===== src/rtl/spi_cmd_decoder_if.sv =====
// Byte-stream and register-file signals between the SPI bridge,
// the command decoder and the register file.
interface spi_cmd_decoder_if;
    logic       cs_n;
    logic       byte_sync;
    logic [7:0] data_in;
    logic [7:0] data_out;
    logic [6:0] addr;
    logic       wr_en;
    logic [7:0] wr_data;
    logic       rd_en;
    logic [7:0] rd_data;
    logic       err;

    modport master (
        output cs_n, byte_sync, data_in, rd_data,
        input  data_out, addr, wr_en, wr_data, rd_en, err
    );

    modport slave (
        input  cs_n, byte_sync, data_in, rd_data,
        output data_out, addr, wr_en, wr_data, rd_en, err
    );
endinterface


===== src/rtl/spi_cmd_decoder.sv =====
// Decodes SPI command frames (cmd+data write, cmd+dummy+resp read)
// into register-file strobes and returns read data to the bridge.
module spi_cmd_decoder #(
    parameter logic [6:0] MAX_ADDR = 7'h3F
) (
    input logic clk,
    input logic rst_n,
    spi_cmd_decoder_if.slave bus
);

    typedef enum logic [1:0] {
        CMD,
        WR_DATA,
        RD_DUMMY,
        RD_RESP
    } state_t;

    state_t state;
    logic   mapped_in;
    logic   mapped_cur;

    assign mapped_in  = (bus.data_in[6:0] <= MAX_ADDR);
    assign mapped_cur = (bus.addr <= MAX_ADDR);

    always_ff @(posedge clk) begin
        if (!rst_n) begin
            state        <= CMD;
            bus.data_out <= 8'h00;
            bus.addr     <= 7'h00;
            bus.wr_en    <= 1'b0;
            bus.wr_data  <= 8'h00;
            bus.rd_en    <= 1'b0;
            bus.err      <= 1'b0;
        end else begin
            bus.wr_en <= 1'b0;
            bus.rd_en <= 1'b0;
            bus.err   <= 1'b0;
            if (bus.cs_n) begin
                // Chip select wins over any byte arriving this cycle
                state        <= CMD;
                bus.data_out <= 8'h00;
            end else begin
                if (bus.rd_en) begin
                    bus.data_out <= bus.rd_data;
                end
                if (bus.byte_sync) begin
                    unique case (state)
                        CMD: begin
                            bus.addr <= bus.data_in[6:0];
                            if (bus.data_in[7]) begin
                                state <= WR_DATA;
                            end else begin
                                state <= RD_DUMMY;
                                if (mapped_in) begin
                                    bus.rd_en <= 1'b1;
                                end else begin
                                    bus.err      <= 1'b1;
                                    bus.data_out <= 8'h00;
                                end
                            end
                        end
                        WR_DATA: begin
                            state <= CMD;
                            if (mapped_cur) begin
                                bus.wr_en   <= 1'b1;
                                bus.wr_data <= bus.data_in;
                            end else begin
                                bus.err <= 1'b1;
                            end
                        end
                        RD_DUMMY: begin
                            state <= RD_RESP;
                        end
                        RD_RESP: begin
                            state        <= CMD;
                            bus.data_out <= 8'h00;
                        end
                    endcase
                end
            end
        end
    end

endmodule


===== src/flat_wrapper.sv =====
// flat-port wrapper written by rule: the top's interface ports become plain ports
module spi_cmd_decoder_flat 
#(
    parameter logic [6:0] MAX_ADDR = 7'h3F
)
  (clk, rst_n, bus_cs_n, bus_byte_sync, bus_data_in, bus_rd_data, bus_data_out, bus_addr, bus_wr_en, bus_wr_data, bus_rd_en, bus_err);
  spi_cmd_decoder_if bus_i ();
  input logic clk;
  input logic rst_n;
  input wire logic [$bits(bus_i.cs_n)-1:0] bus_cs_n;
  input wire logic [$bits(bus_i.byte_sync)-1:0] bus_byte_sync;
  input wire logic [$bits(bus_i.data_in)-1:0] bus_data_in;
  input wire logic [$bits(bus_i.rd_data)-1:0] bus_rd_data;
  output wire logic [$bits(bus_i.data_out)-1:0] bus_data_out;
  output wire logic [$bits(bus_i.addr)-1:0] bus_addr;
  output wire logic [$bits(bus_i.wr_en)-1:0] bus_wr_en;
  output wire logic [$bits(bus_i.wr_data)-1:0] bus_wr_data;
  output wire logic [$bits(bus_i.rd_en)-1:0] bus_rd_en;
  output wire logic [$bits(bus_i.err)-1:0] bus_err;
  assign bus_i.cs_n = bus_cs_n;
  assign bus_i.byte_sync = bus_byte_sync;
  assign bus_i.data_in = bus_data_in;
  assign bus_i.rd_data = bus_rd_data;
  assign bus_data_out = bus_i.data_out;
  assign bus_addr = bus_i.addr;
  assign bus_wr_en = bus_i.wr_en;
  assign bus_wr_data = bus_i.wr_data;
  assign bus_rd_en = bus_i.rd_en;
  assign bus_err = bus_i.err;
  spi_cmd_decoder #(.MAX_ADDR(MAX_ADDR)) u_core (.clk(clk), .rst_n(rst_n), .bus(bus_i));
endmodule

===== config.mk =====
export PLATFORM = sky130hd
export DESIGN_NAME = spi_cmd_decoder_flat
export DESIGN_NICKNAME = d
export VERILOG_FILES = /design/src/rtl/spi_cmd_decoder_if.sv /design/src/rtl/spi_cmd_decoder.sv /design/src/flat_wrapper.sv
export SDC_FILE = /design/constraint.sdc
export NUM_CORES = 1
export LEC_CHECK = 0
export BUFFER_PORTS_ARGS = -buffer_cell sky130_fd_sc_hd__buf_2
export CORE_ASPECT_RATIO = 0.8
export CORE_UTILIZATION = 41
export DETAILED_ROUTE_END_ITERATION = 16
export PLACE_DENSITY = 0.7
export SLEW_MARGIN = 0
export SYNTH_ARGS = -nofsm -noshare
export SYNTH_HDL_FRONTEND = slang
export SYNTH_SLANG_ARGS = --single-unit
export TNS_END_PERCENT = 20

===== constraint.sdc =====
create_clock -name clk -period 4.08 [get_ports clk]
set_clock_uncertainty 0.2 [all_clocks]
set_input_delay 0.204 -clock clk [delete_from_list [all_inputs] [get_ports clk]]
set_output_delay 0.204 -clock clk [all_outputs]
set_load 0.02 [all_outputs]

==> metrics.txt, run 1 <==
# TYPE chip_impl_metric gauge
chip_impl_metric{name="synth-seq-area-share",unit="%"} 51.8
chip_impl_metric{name="setup_viol",unit=""} 0
chip_impl_metric{name="post-cts-setup-buffers",unit=""} 0
chip_impl_metric{name="max_slew_margin",unit="%"} 58.6
chip_impl_info{name="clock_tree.root_cell",value="clkbuf_4"} 1
chip_impl_metric{name="place_congestion",unit=""} 0.783
chip_impl_metric{name="synth-warning-count",unit=""} 0
chip_impl_metric{name="detailed_place_hpwl",unit="microns"} 1750
chip_impl_metric{name="grt_overflow",unit=""} 0
chip_impl_info{name="tritoncts",value="yes"} 1
chip_impl_metric{name="seqCellArea",unit="sq um"} 561
chip_impl_metric{name="required",unit="ns"} 4.16
chip_impl_metric{name="buffer_ports.inserted",unit=""} 45
chip_impl_metric{name="detailedRoute.firstIterationViolations",unit=""} 13
chip_impl_metric{name="final_layout_worst_hold_slack",unit="ns"} 0.00230
chip_impl_metric{name="detailedRoute.firstPassIterationCount",unit=""} 4
chip_impl_metric{name="post-route-drc-count",unit=""} 0
chip_impl_metric{name="power_per_cell_area",unit="nW/um^2"} 300
chip_impl_metric{name="maxClockFrequency",unit="MHz"} 510
chip_impl_metric{name="antenna_violating_nets_post_route",unit=""} 0
chip_impl_metric{name="areaGrowthSynthToFinish",unit="%"} 40.7
chip_impl_metric{name="setup_tns",unit="ns"} 0
chip_impl_metric{name="ioPinCount",unit=""} 46
chip_impl_metric{name="p_leak",unit="nW"} 0.672
chip_impl_info{name="timing.setup.critical_path_class",value="reg2reg"} 1
chip_impl_info{name="crit_slowest_cell",value="dlygate4sd3_1"} 1
chip_impl_metric{name="reg2reg_setup_slack",unit="ns"} 2.12
chip_impl_info{name="critPathLaunchType",value="flop"} 1
chip_impl_info{name="run_status",value="completed"} 1
chip_impl_metric{name="clock_latency_at_the_later_pin_of_the_worst_skew_pair",unit="ns"} 0.33
chip_impl_info{name="min_path_type",value="in2reg"} 1
chip_impl_metric{name="rows",unit=""} 16
chip_impl_info{name="hold-path-endpoint",value="u_core.bus.data_out[4]$_SDFF_PP0_"} 1
chip_impl_metric{name="syn_area_per_cell",unit="sq um"} 9.41
chip_impl_metric{name="die_height",unit="microns"} 48.0
chip_impl_metric{name="antenna_cells",unit=""} 0
chip_impl_metric{name="detail_route.wl_per_cell",unit="microns"} 12.7
chip_impl_metric{name="clock-sinks",unit=""} 28
chip_impl_metric{name="max-clock-path-buffers",unit=""} 2
chip_impl_info{name="grt_setup_unrepaired",value="no"} 1
chip_impl_info{name="cp_cell_sequence",value="inv_1 -> ha_1 -> nand2b_1 -> a31oi_1 -> dlygate4sd3_1"} 1
chip_impl_metric{name="floorplan.initialDensity",unit="%"} 43.6
chip_impl_metric{name="path_max_fanout",unit=""} 6
chip_impl_metric{name="critPathMaxStageDelay",unit="ns"} 0.59
chip_impl_info{name="setup.worst_path.end_class",value="flop"} 1
chip_impl_metric{name="vias_in_the_first_global_route",unit=""} 910
chip_impl_metric{name="num_vias",unit=""} 1024
chip_impl_metric{name="grt_start_max_net_pins",unit=""} 26
chip_impl_metric{name="drt-total-wl",unit="microns"} 2660
chip_impl_metric{name="cp.buffers_inverters",unit=""} 2
chip_impl_metric{name="cap_viol_max_count",unit=""} 0
chip_impl_metric{name="layout_worst_path_cycle_share",unit="%"} 48.1
chip_impl_info{name="final_common_cell",value="buf_2"} 1
chip_impl_metric{name="flip_flop_and_latch_count_after_synthesis",unit=""} 28
chip_impl_info{name="layout_common_cells",value="buf_2 (45), dfxtp_1 (28), dlygate4sd3_1 (19)"} 1
chip_impl_metric{name="chipWidth",unit="microns"} 59.4
chip_impl_metric{name="grt_pass1_wl",unit="microns"} 3980
chip_impl_metric{name="timing.hold.worst_path_depth",unit=""} 3
chip_impl_metric{name="max-vdd-ir-drop",unit="mV"} 0.252
chip_impl_metric{name="synth_cells",unit=""} 115
chip_impl_metric{name="numCtsBuffers",unit=""} 3
chip_impl_metric{name="post_route_cells_drive_above_1_share",unit="%"} 28.7
chip_impl_metric{name="final.min_clock_period",unit="ns"} 1.96
chip_impl_metric{name="worst_slew_pin_slew",unit="ns"} 0.618
chip_impl_info{name="cp_top_family",value="buffers and inverters"} 1
chip_impl_metric{name="slew_violations",unit=""} 0
chip_impl_metric{name="worst-r2r-cell-count",unit=""} 5
chip_impl_metric{name="worst_setup_hold_path_clk_slew",unit="ns"} 0.14
chip_impl_metric{name="multi_input_comb_area",unit="sq um"} 464
chip_impl_metric{name="gr-usage-all-layers",unit="%"} 19.5
chip_impl_metric{name="layout.filler_cells",unit=""} 231
chip_impl_metric{name="std_cell_core_area",unit="sq um"} 2480
chip_impl_metric{name="cts-htree-levels",unit=""} 1
chip_impl_metric{name="worst_ep_arrival_time",unit="ns"} 2.04
chip_impl_metric{name="die_area",unit="sq um"} 2850
chip_impl_metric{name="drt-vias-per-instance",unit=""} 4.88
chip_impl_metric{name="fin_nets",unit=""} 199
chip_impl_metric{name="synth_cell_types",unit=""} 24
chip_impl_info{name="terminus_of_the_critical_flop_to_flop_path",value="u_core.state[0]$_SDFFE_PP0P_"} 1
chip_impl_metric{name="mappedNetlistNets",unit=""} 138
chip_impl_metric{name="antenna_violations_before_repair",unit=""} 0
chip_impl_info{name="regToRegStartpoint",value="u_core.state[0]$_SDFFE_PP0P_"} 1
chip_impl_metric{name="report.final.hold_viol_count",unit=""} 0
chip_impl_metric{name="netlist_area",unit="sq um"} 1080
chip_impl_info{name="min_from",value="bus_rd_data[4]"} 1
## worst reg2reg max path, cell delays in order, from the launching register on
cell           delay [ns]
dfxtp_1              0.40
inv_1                0.08
ha_1                 0.29
nand2b_1             0.20
a31oi_1              0.16
dlygate4sd3_1        0.59
## synth_stat cells
| master | count | area [sq um] |
|---|---|---|
| a32oi_1 | 1 | 8.76 |
| or2b_1 | 1 | 7.51 |
| nand2b_1 | 3 | 18.8 |
| dfxtp_1 | 28 | 561 |
| clkbuf_1 | 2 | 7.51 |
| ha_1 | 3 | 37.5 |
| buf_2 | 3 | 15.0 |
| nand3b_1 | 1 | 7.51 |
| mux2i_1 | 8 | 80.1 |
| nand4bb_1 | 1 | 11.3 |
| inv_1 | 4 | 15.0 |
| o21ai_1 | 3 | 15.0 |
| a21oi_4 | 1 | 16.3 |
| buf_1 | 1 | 3.75 |
| a31oi_1 | 2 | 12.5 |
| clkbuf_2 | 1 | 5.00 |
| nor2_1 | 2 | 7.51 |
| nand3_1 | 15 | 75.1 |
| o31ai_2 | 1 | 12.5 |
| nand2_1 | 10 | 37.5 |
| nor3_1 | 9 | 45.0 |
| o21ai_0 | 13 | 65.1 |
| nor2b_1 | 1 | 6.26 |
| buf_6 | 1 | 11.3 |
## final cells by class
cell class	instances	area share, %
multi-input combinational	75	30.5
timing repair buffer	64	27.3
inverter	4	0.986
clock buffer	3	1.48
tap	36	2.96
sequential	28	36.8
## worst max path at each step
| stage | end | slack, ns | startpoint | cells after the start |
|---|---|---|---|---|
| after floorplan | u_core.bus.data_out[0]$_SDFF_PP0_ | 2.60 | u_core.state[0]$_SDFFE_PP0P_ | 5 |
| after global placement | u_core.bus.wr_data[7]$_SDFFE_PN0P_ | 2.38 | u_core.state[1]$_SDFFE_PP0P_ | 5 |
| after detailed placement | u_core.bus.wr_data[7]$_SDFFE_PN0P_ | 2.23 | u_core.state[1]$_SDFFE_PP0P_ | 5 |
| after CTS | u_core.state[0]$_SDFFE_PP0P_ | 2.19 | u_core.state[1]$_SDFFE_PP0P_ | 5 |
| after global routing | u_core.state[0]$_SDFFE_PP0P_ | 2.05 | u_core.state[0]$_SDFFE_PP0P_ | 5 |
| final | u_core.state[0]$_SDFFE_PP0P_ | 2.12 | u_core.state[0]$_SDFFE_PP0P_ | 5 |
## stage by stage
stage	util [%]	power [mW]	worst slack (ns)	area, sq um	instances
detailed placement	52.8	0.338	2.23	1310	188
global route	61.3	0.479	2.05	1520	210
global placement	52.8	0.337	2.38	1310	188
floorplan	-	0.319	2.60	1080	115
CTS	61.3	0.460	2.19	1520	210
finish	61.3	0.457	2.12	1520	210
## flip-flops by register name (all words and copies together) (netlist names)
register,cells
u_core.bus.wr_en,1
u_core.bus.wr_data,8
u_core.state,2
u_core.bus.addr,7
u_core.bus.err,1
u_core.bus.rd_en,1
u_core.bus.data_out,8
## report_power, final
| group | leakage, nW | internal [mW] | switching [mW] |
|---|---|---|---|
| Sequential | 0.227 | 0.279 | 0.00403 |
| Combinational | 0.432 | 0.0300 | 0.0339 |
| Clock | 0.0138 | 0.0346 | 0.0756 |
| Total | 0.672 | 0.344 | 0.113 |
## kinds of logic after synthesis
kind of cell | share of synthesized area, %
flip-flops | 51.8
multiplexers | 7.40
AO/OA/AOI/OAI | 12.0
AND/OR/NAND/NOR | 20.0
buffers and inverters | 5.32
adder cells (fa/ha/maj) | 3.47
## what timing repair did
item / 4_1_cts / 5_1_grt
resized for setup: 0 / 0
hold buffers: 19 / 0
endpoints found under the hold margin: 26 / 0
## routing by layer
layer | track usage, % | vias to the layer above | part of all wire [%]
li1 | - | 522 | -
met1 | 22.5 | 459 | 44
met2 | 34.2 | 41 | 50
met3 | 5.14 | 2 | 5.2
met4 | 10.0 | 0 | 0.79
met5 | 0 | - | 0
Power figures use the tool's default switching activity.
==> run 2: changes to the inputs <==
ABC_AREA = 1   (was not set)
PLACE_DENSITY = 0.72   (was 0.7)
clock period = 1.8 ns   (was 4.08 ns; I/O delays follow)
==> run 2 against run 1 <==
Net effect: hold slack better by 0.28 ns; final cell count rose by 26%; non-clock buffer count grew 1; total power grew to 2.7 times the previous value; global-route usage grew 1.9 points; sequential cell count is the same; critical path depth unchanged; critical endpoint is now u_core.bus.addr[3]$_SDFFE_PN0P_.
==> metrics.txt, run 2 <==
# TYPE chip_impl_metric gauge
chip_impl_metric{name="critPathMaxStageDelay",unit="ns"} 0.41
chip_impl_metric{name="synth_cells",unit=""} 164
chip_impl_info{name="cp_top_family",value="simple AND/OR/NAND/NOR gates"} 1
chip_impl_metric{name="grt_overflow",unit=""} 0
chip_impl_metric{name="cp_num_cells",unit=""} 5
chip_impl_metric{name="p_leak",unit="nW"} 0.814
chip_impl_metric{name="clock-sinks",unit=""} 28
chip_impl_metric{name="post-route-drc-count",unit=""} 0
chip_impl_info{name="grt_setup_unrepaired",value="no"} 1
chip_impl_metric{name="final.min_clock_period",unit="ns"} 1.66
chip_impl_info{name="critPathLaunchType",value="flop"} 1
chip_impl_metric{name="synth-warning-count",unit=""} 0
chip_impl_metric{name="flip_flop_and_latch_count_after_synthesis",unit=""} 28
chip_impl_metric{name="areaGrowthSynthToFinish",unit="%"} 42.1
chip_impl_metric{name="setup_viol",unit=""} 0
chip_impl_metric{name="syn_area_per_cell",unit="sq um"} 7.16
chip_impl_info{name="setup.worst_path.end_class",value="flop"} 1
chip_impl_metric{name="drt-vias-per-instance",unit=""} 4.64
chip_impl_metric{name="antenna_violating_nets_post_route",unit=""} 0
chip_impl_metric{name="floorplan.initialDensity",unit="%"} 45.5
chip_impl_info{name="synth_area_leader_cell",value="dfxtp_1"} 1
chip_impl_metric{name="numCtsBuffers",unit=""} 3
chip_impl_metric{name="grt_start_max_net_pins",unit=""} 17
chip_impl_metric{name="dp_cells",unit=""} 242
chip_impl_metric{name="worst-r2r-cell-count",unit=""} 5
chip_impl_info{name="synth_flop_cell",value="dfxtp_1"} 1
chip_impl_info{name="cp_cell_sequence",value="inv_1 -> ha_1 -> nand3_1 -> nand2_1 -> a21oi_1"} 1
chip_impl_metric{name="layout.filler_cells",unit=""} 218
chip_impl_metric{name="worst_ep_arrival_time",unit="ns"} 1.69
chip_impl_metric{name="layout.cells.non_filler",unit=""} 265
chip_impl_info{name="layout_common_cells",value="buf_2 (45), nor2_1 (41), dfxtp_1 (28)"} 1
chip_impl_metric{name="holdBufCountCts",unit=""} 19
chip_impl_info{name="tritoncts",value="yes"} 1
chip_impl_metric{name="post_cts.resized_instances",unit=""} 0
chip_impl_metric{name="utilization",unit="%"} 64.6
chip_impl_metric{name="drt-total-wl",unit="microns"} 2990
chip_impl_metric{name="setup_tns",unit="ns"} 0
chip_impl_metric{name="asyncSetResetFlopFracSynth",unit="%"} 0
chip_impl_metric{name="max_slew_margin",unit="%"} 70.7
chip_impl_metric{name="ioPinCount",unit=""} 46
chip_impl_metric{name="netlist.area_leader.share",unit="%"} 47.7
chip_impl_metric{name="required",unit="ns"} 1.83
chip_impl_metric{name="antenna_violations_before_repair",unit=""} 0
chip_impl_metric{name="detail_route.wl_per_cell",unit="microns"} 11.3
chip_impl_metric{name="grt_pass1_wl",unit="microns"} 4930
chip_impl_metric{name="max-clock-path-buffers",unit=""} 2
chip_impl_metric{name="vias_in_the_first_global_route",unit=""} 1151
chip_impl_info{name="timing.setup.critical_path_class",value="reg2reg"} 1
chip_impl_info{name="post-synth-top-count-cell",value="nor2_1"} 1
chip_impl_metric{name="mappedNetlistNets",unit=""} 187
chip_impl_metric{name="antenna_cells",unit=""} 0
chip_impl_metric{name="layout_worst_path_cycle_share",unit="%"} 92.3
chip_impl_metric{name="cp.buffers_inverters",unit=""} 1
chip_impl_metric{name="fin_nets",unit=""} 253
chip_impl_info{name="clock_tree.root_cell",value="clkbuf_4"} 1
chip_impl_metric{name="detailedRoute.firstIterationViolations",unit=""} 41
chip_impl_info{name="min_path_type",value="reg2reg"} 1
chip_impl_metric{name="clock_latency_at_the_later_pin_of_the_worst_skew_pair",unit="ns"} 0.33
chip_impl_metric{name="rows",unit=""} 16
chip_impl_metric{name="die_height",unit="microns"} 49.9
chip_impl_metric{name="std_cell_core_area",unit="sq um"} 2580
chip_impl_metric{name="detailedRoute.firstPassIterationCount",unit=""} 4
chip_impl_metric{name="power_per_cell_area",unit="nW/um^2"} 736
chip_impl_metric{name="synth-seq-area-share",unit="%"} 47.7
chip_impl_metric{name="detailed_place_hpwl",unit="microns"} 2170
chip_impl_metric{name="cts-htree-levels",unit=""} 1
chip_impl_metric{name="post_route_cells_drive_above_1_share",unit="%"} 23.1
chip_impl_metric{name="worst_setup_hold_path_clk_slew",unit="ns"} 0.14
chip_impl_metric{name="worst_slew_pin_slew",unit="ns"} 0.439
chip_impl_metric{name="maxClockFrequency",unit="MHz"} 602
chip_impl_metric{name="chipWidth",unit="microns"} 61.9
chip_impl_info{name="ys_top_cells_by_count",value="nor2_1 (41), dfxtp_1 (28), nand2_1 (26)"} 1
chip_impl_metric{name="die_area",unit="sq um"} 3090
chip_impl_metric{name="synth_cell_types",unit=""} 13
chip_impl_metric{name="place_congestion",unit=""} 0.758
chip_impl_metric{name="slew_violations",unit=""} 0
chip_impl_info{name="synth_top_cells_by_area",value="dfxtp_1 (48%), nor2_1 (13%), nand3_1 (8.5%), nand2_1 (8.3%), inv_1 (5.8%)"} 1
chip_impl_metric{name="max-vdd-ir-drop",unit="mV"} 0.920
chip_impl_metric{name="gr-usage-all-layers",unit="%"} 21.4
chip_impl_metric{name="post-cts-setup-buffers",unit=""} 0
chip_impl_metric{name="path_max_fanout",unit=""} 13
chip_impl_metric{name="cap_viol_max_count",unit=""} 0
chip_impl_metric{name="report.final.hold_viol_count",unit=""} 0
chip_impl_metric{name="timing.hold.worst_path_depth",unit=""} 2
chip_impl_info{name="crit_slowest_cell",value="ha_1"} 1
chip_impl_metric{name="num_vias",unit=""} 1229
chip_impl_metric{name="netlist_area",unit="sq um"} 1170
chip_impl_info{name="final_common_cell",value="buf_2"} 1
chip_impl_info{name="largest_regs",value="u_core.bus.data_out (8), u_core.bus.wr_data (8), u_core.bus.addr (7)"} 1
chip_impl_metric{name="synth-edff-count",unit=""} 0
chip_impl_info{name="run_status",value="completed"} 1
chip_impl_metric{name="report.power.total",unit="mW"} 1.23
chip_impl_metric{name="buffer_ports.inserted",unit=""} 45
[run 2: changes by cell type after synthesis, sizes merged, moves of 2 or more]
cell	before	now
nand2b	3	0
a21oi	1	11
clkbuf	3	0
nand2	10	26
nor2	2	43
a31oi	2	0
mux2i	8	0
nand3	15	20
nor3	9	2
o21ai	16	8
inv	4	19
[run 2: cell type report]
cell class / instances / area, sq um / area share, %
Clock inverter: 1 / 30.0 / 1.80
Tap cell: 36 / 45.0 / 2.70
Clock buffer: 3 / 22.5 / 1.35
Inverter: 19 / 71.3 / 4.27
Multi-Input combinational cell: 113 / 517 / 31.0
Sequential cell: 28 / 561 / 33.6
Timing Repair Buffer: 65 / 423 / 25.3
[run 2: worst register-to-register path, cell delays in order, from the launching register on]
cell and delay (ns):
dfxtp_1 0.35, inv_1 0.09, ha_1 0.41, nand3_1 0.29, nand2_1 0.14, a21oi_1 0.07
[run 2: layer usage]
layer	global-route usage [%]	share of wire, %	routed length, microns
met5	0	0	0
met4	6.67	1.8	54
met1	27.0	46	1360
met3	5.77	5.1	152
met2	34.8	48	1420
[run 2: final timing paths]
path / startpoint / end / slack (ns)
worst max-delay path: u_core.state[0]$_SDFFE_PP0P_ / u_core.bus.addr[3]$_SDFFE_PN0P_ / 0.14
worst min-delay path: u_core.bus.addr[4]$_SDFFE_PN0P_ / u_core.bus.addr[4]$_SDFFE_PN0P_ / 0.28
worst max register to register: u_core.state[0]$_SDFFE_PP0P_ / u_core.bus.addr[3]$_SDFFE_PN0P_ / 0.14
worst min register to register: u_core.bus.addr[4]$_SDFFE_PN0P_ / u_core.bus.addr[4]$_SDFFE_PN0P_ / 0.28
[run 2: logic make-up (layout without fill, tap and decap cells)]
kind of cell / after synthesis / after routing / synth area share (%)
AOI/OAI and AO/OA: 19 / 19 / 8.09
buffers and inverters: 23 / 88 / 8.31
DFF: 28 / 28 / 47.7
and+or+nand+nor: 91 / 91 / 32.7
adders and majority gates: 3 / 3 / 3.20
[run 2: stage by stage]
step	cell area, sq um	hold slack (ns)	worst slack, ns
after floorplan	1170	-0.0311	0.301
after global placement	1430	0.127	0.288
after detailed placement	1430	0.135	0.170
after CTS	1670	0.279	0.156
after global routing	1670	0.303	0.0192
final	1670	0.277	0.138
[run 2: report_power, final]
group	switching, mW	internal, mW	total [mW]
sequential	0.00868	0.634	0.643
combinational	0.0987	0.0767	0.175
clock	0.185	0.226	0.411
total	0.293	0.937	1.23
==> run 3: changes to the inputs <==
CELL_PAD_IN_SITES_DETAIL_PLACEMENT = 2   (was not set)
CELL_PAD_IN_SITES_GLOBAL_PLACEMENT = 2   (was not set)
CORE_UTILIZATION = 22   (was 41)
PLACE_DENSITY = not set   (was 0.72)
PLACE_DENSITY_LB_ADDON = 0.1   (was not set)
==> run 3 against run 2 <==
Net effect: final cell count increased by 10%; largest power group unchanged; non-clock buffer count rose by 1; highest routed layer unchanged; final area is 3.7% higher; sequential share of layout area fell by 1.2 points; global-route usage decreased by 6.9 points; clock power rose by 26%; combinational power up 5%; critical path type unchanged; first-iteration DRC count rose by 76%; critical endpoint is now u_core.bus.addr[4]$_SDFFE_PN0P_.
==> metrics.txt, run 3 (synthesis gave the netlist of run 2 again) <==
# TYPE chip_impl_metric gauge
chip_impl_metric{name="max-vdd-ir-drop",unit="mV"} 0.277
chip_impl_metric{name="detail_route.wl_per_cell",unit="microns"} 13.6
chip_impl_info{name="final_common_cell",value="buf_2"} 1
chip_impl_metric{name="num_vias",unit=""} 1262
chip_impl_metric{name="post_route_cells_drive_above_1_share",unit="%"} 23.9
chip_impl_metric{name="std_cell_core_area",unit="sq um"} 5060
chip_impl_metric{name="antenna_violations_before_repair",unit=""} 0
chip_impl_metric{name="worst_ep_arrival_time",unit="ns"} 1.52
chip_impl_metric{name="reg2reg_setup_slack",unit="ns"} 0.25
chip_impl_metric{name="numCtsBuffers",unit=""} 3
chip_impl_metric{name="ioPinCount",unit=""} 46
chip_impl_metric{name="final.min_clock_period",unit="ns"} 1.55
chip_impl_metric{name="maxClockFrequency",unit="MHz"} 646
chip_impl_info{name="setup.worst_path.end_class",value="flop"} 1
chip_impl_info{name="min_from",value="u_core.bus.addr[2]$_SDFFE_PN0P_"} 1
chip_impl_metric{name="detailedRoute.firstIterationViolations",unit=""} 72
chip_impl_metric{name="worst-r2r-cell-count",unit=""} 5
chip_impl_metric{name="areaGrowthSynthToFinish",unit="%"} 47.3
chip_impl_metric{name="clock_latency_at_the_later_pin_of_the_worst_skew_pair",unit="ns"} 0.29
chip_impl_info{name="hold-path-endpoint",value="u_core.bus.addr[2]$_SDFFE_PN0P_"} 1
chip_impl_metric{name="vias_in_the_first_global_route",unit=""} 1285
chip_impl_metric{name="report.final.hold_viol_count",unit=""} 0
chip_impl_info{name="timing.setup.critical_path_class",value="reg2reg"} 1
chip_impl_info{name="layout_common_cells",value="buf_2 (45), nor2_1 (41), dfxtp_1 (28)"} 1
chip_impl_metric{name="path_max_fanout",unit=""} 13
chip_impl_metric{name="cap_viol_max_count",unit=""} 0
chip_impl_metric{name="clock-sinks",unit=""} 28
chip_impl_metric{name="place_congestion",unit=""} 0.706
chip_impl_metric{name="layout.filler_cells",unit=""} 614
chip_impl_metric{name="detailed_place_hpwl",unit="microns"} 2900
chip_impl_info{name="regToRegStartpoint",value="u_core.state[1]$_SDFFE_PP0P_"} 1
chip_impl_info{name="grt_setup_unrepaired",value="no"} 1
chip_impl_metric{name="chipWidth",unit="microns"} 83.7
chip_impl_metric{name="drt-total-wl",unit="microns"} 3960
chip_impl_metric{name="drt-vias-per-instance",unit=""} 4.32
chip_impl_info{name="largest_regs",value="u_core.bus.data_out (8), u_core.bus.wr_data (8), u_core.bus.addr (7)"} 1
chip_impl_info{name="clock_tree.root_cell",value="clkbuf_8"} 1
chip_impl_metric{name="post-route-drc-count",unit=""} 0
chip_impl_metric{name="grt_overflow",unit=""} 0
chip_impl_metric{name="placement.cell_area",unit="sq um"} 1470
chip_impl_metric{name="antenna_violating_nets_post_route",unit=""} 0
chip_impl_metric{name="timing.hold.worst_path_depth",unit=""} 2
chip_impl_metric{name="worst_slew_pin_slew",unit="ns"} 0.375
chip_impl_metric{name="cts-htree-levels",unit=""} 1
chip_impl_metric{name="post-route-cell-area",unit="sq um"} 1730
chip_impl_metric{name="max_slew_margin",unit="%"} 74.9
chip_impl_metric{name="grt_pass1_wl",unit="microns"} 6250
chip_impl_metric{name="seqCellArea",unit="sq um"} 561
chip_impl_metric{name="floorplan.initialDensity",unit="%"} 23.2
chip_impl_metric{name="buffer_ports.inserted",unit=""} 45
chip_impl_info{name="min_path_type",value="reg2reg"} 1
chip_impl_info{name="critPathLaunchType",value="flop"} 1
chip_impl_metric{name="detailedRoute.firstPassIterationCount",unit=""} 4
chip_impl_metric{name="slew_violations",unit=""} 0
chip_impl_metric{name="report.power.total",unit="mW"} 1.34
chip_impl_metric{name="rows",unit=""} 23
chip_impl_metric{name="antenna_cells",unit=""} 0
chip_impl_metric{name="die_height",unit="microns"} 67.4
chip_impl_metric{name="worst_setup_hold_path_clk_slew",unit="ns"} 0.10
chip_impl_info{name="terminus_of_the_critical_flop_to_flop_path",value="u_core.bus.addr[4]$_SDFFE_PN0P_"} 1
chip_impl_metric{name="fin_nets",unit=""} 254
chip_impl_info{name="tritoncts",value="yes"} 1
chip_impl_metric{name="grt_start_max_net_pins",unit=""} 17
chip_impl_metric{name="setup_tns",unit="ns"} 0
chip_impl_metric{name="multi_input_comb_area",unit="sq um"} 519
chip_impl_metric{name="max-clock-path-buffers",unit=""} 2
chip_impl_metric{name="die_area",unit="sq um"} 5640
chip_impl_metric{name="setup_viol",unit=""} 0
chip_impl_metric{name="required",unit="ns"} 1.77
chip_impl_metric{name="gr-usage-all-layers",unit="%"} 14.4
chip_impl_info{name="run_status",value="completed"} 1
chip_impl_metric{name="p_leak",unit="nW"} 0.826
chip_impl_metric{name="power_per_cell_area",unit="nW/um^2"} 776
chip_impl_metric{name="layout_worst_path_cycle_share",unit="%"} 86.0
==> run 3: cell count changes in the layout (fill, tap and decap cells not counted) <==
cell      before  now
clkbuf_4       3    0
clkbuf_8       0    3
buf_4          1    2
ha_2           0    1
ha_1           3    2
==> run 3: power breakdown <==
part | total, mW | switching (mW) | leakage, nW | internal, mW
registers | 0.642 | 0.00883 | 0.227 | 0.634
logic | 0.183 | 0.104 | 0.563 | 0.0786
clock network | 0.517 | 0.219 | 0.0357 | 0.299
total | 1.34 | 0.332 | 0.826 | 1.01
==> run 3: area by class of cell <==
cell class | instances | share of cell area [%]
Clock inverter | 1 | 1.74
Inverter | 19 | 4.12
Tap cell | 62 | 4.48
Clock buffer | 3 | 2.39
Sequential cell | 28 | 32.4
Timing Repair Buffer | 66 | 24.9
Multi-Input combinational cell | 113 | 30.0
==> run 3: per-stage QoR <==
step | setup WS, ns | utilization [%] | hold slack (ns) | std cells
after floorplan | 0.301 | - | -0.0311 | 164
after global routing | 0.123 | 34.2 | 0.307 | 292
after CTS | 0.0943 | 34.1 | 0.274 | 292
after detailed placement | 0.103 | 29.0 | 0.156 | 269
final | 0.253 | 34.2 | 0.269 | 292
after global placement | 0.237 | 29.0 | 0.126 | 269
==> run 3: how the worst max path moves through the flow <==
stage | start | to | slack, ns | cells past startpoint
floorplan | u_core.state[0]$_SDFFE_PP0P_ | u_core.bus.data_out[0]$_SDFF_PP0_ | 0.30 | 6
global placement | u_core.state[0]$_SDFFE_PP0P_ | u_core.bus.addr[6]$_SDFFE_PN0P_ | 0.24 | 5
detailed placement | u_core.state[1]$_SDFFE_PP0P_ | u_core.bus.addr[4]$_SDFFE_PN0P_ | 0.10 | 5
CTS | u_core.state[1]$_SDFFE_PP0P_ | u_core.bus.addr[4]$_SDFFE_PN0P_ | 0.09 | 5
global route | u_core.state[0]$_SDFFE_PP0P_ | u_core.bus.addr[1]$_SDFFE_PN0P_ | 0.12 | 5
finish | u_core.state[1]$_SDFFE_PP0P_ | u_core.bus.addr[4]$_SDFFE_PN0P_ | 0.25 | 5
==> run 3: critical path, stage by stage (launching register included) <==
cell and delay [ns]:
dfxtp_1 0.34, inv_1 0.09, ha_2 0.32, nand3_1 0.27, nand2_1 0.14, a21oi_1 0.07
==> run 3: repair_timing <==
item,CTS,global route
setup buffers,0,0
endpoints found under the hold margin,27,0
endpoints found under the setup margin,0,7
resized for setup,0,1
hold buffers,19,0
==> run 3: metal layers <==
metal | wire (microns) | GRT usage (%) | vias up
li1 | - | - | 643
met4 | 59 | 4.03 | 0
met3 | 151 | 3.55 | 6
met1 | 1940 | 19.0 | 590
met2 | 1810 | 23.8 | 23
met5 | 0 | 0 | -
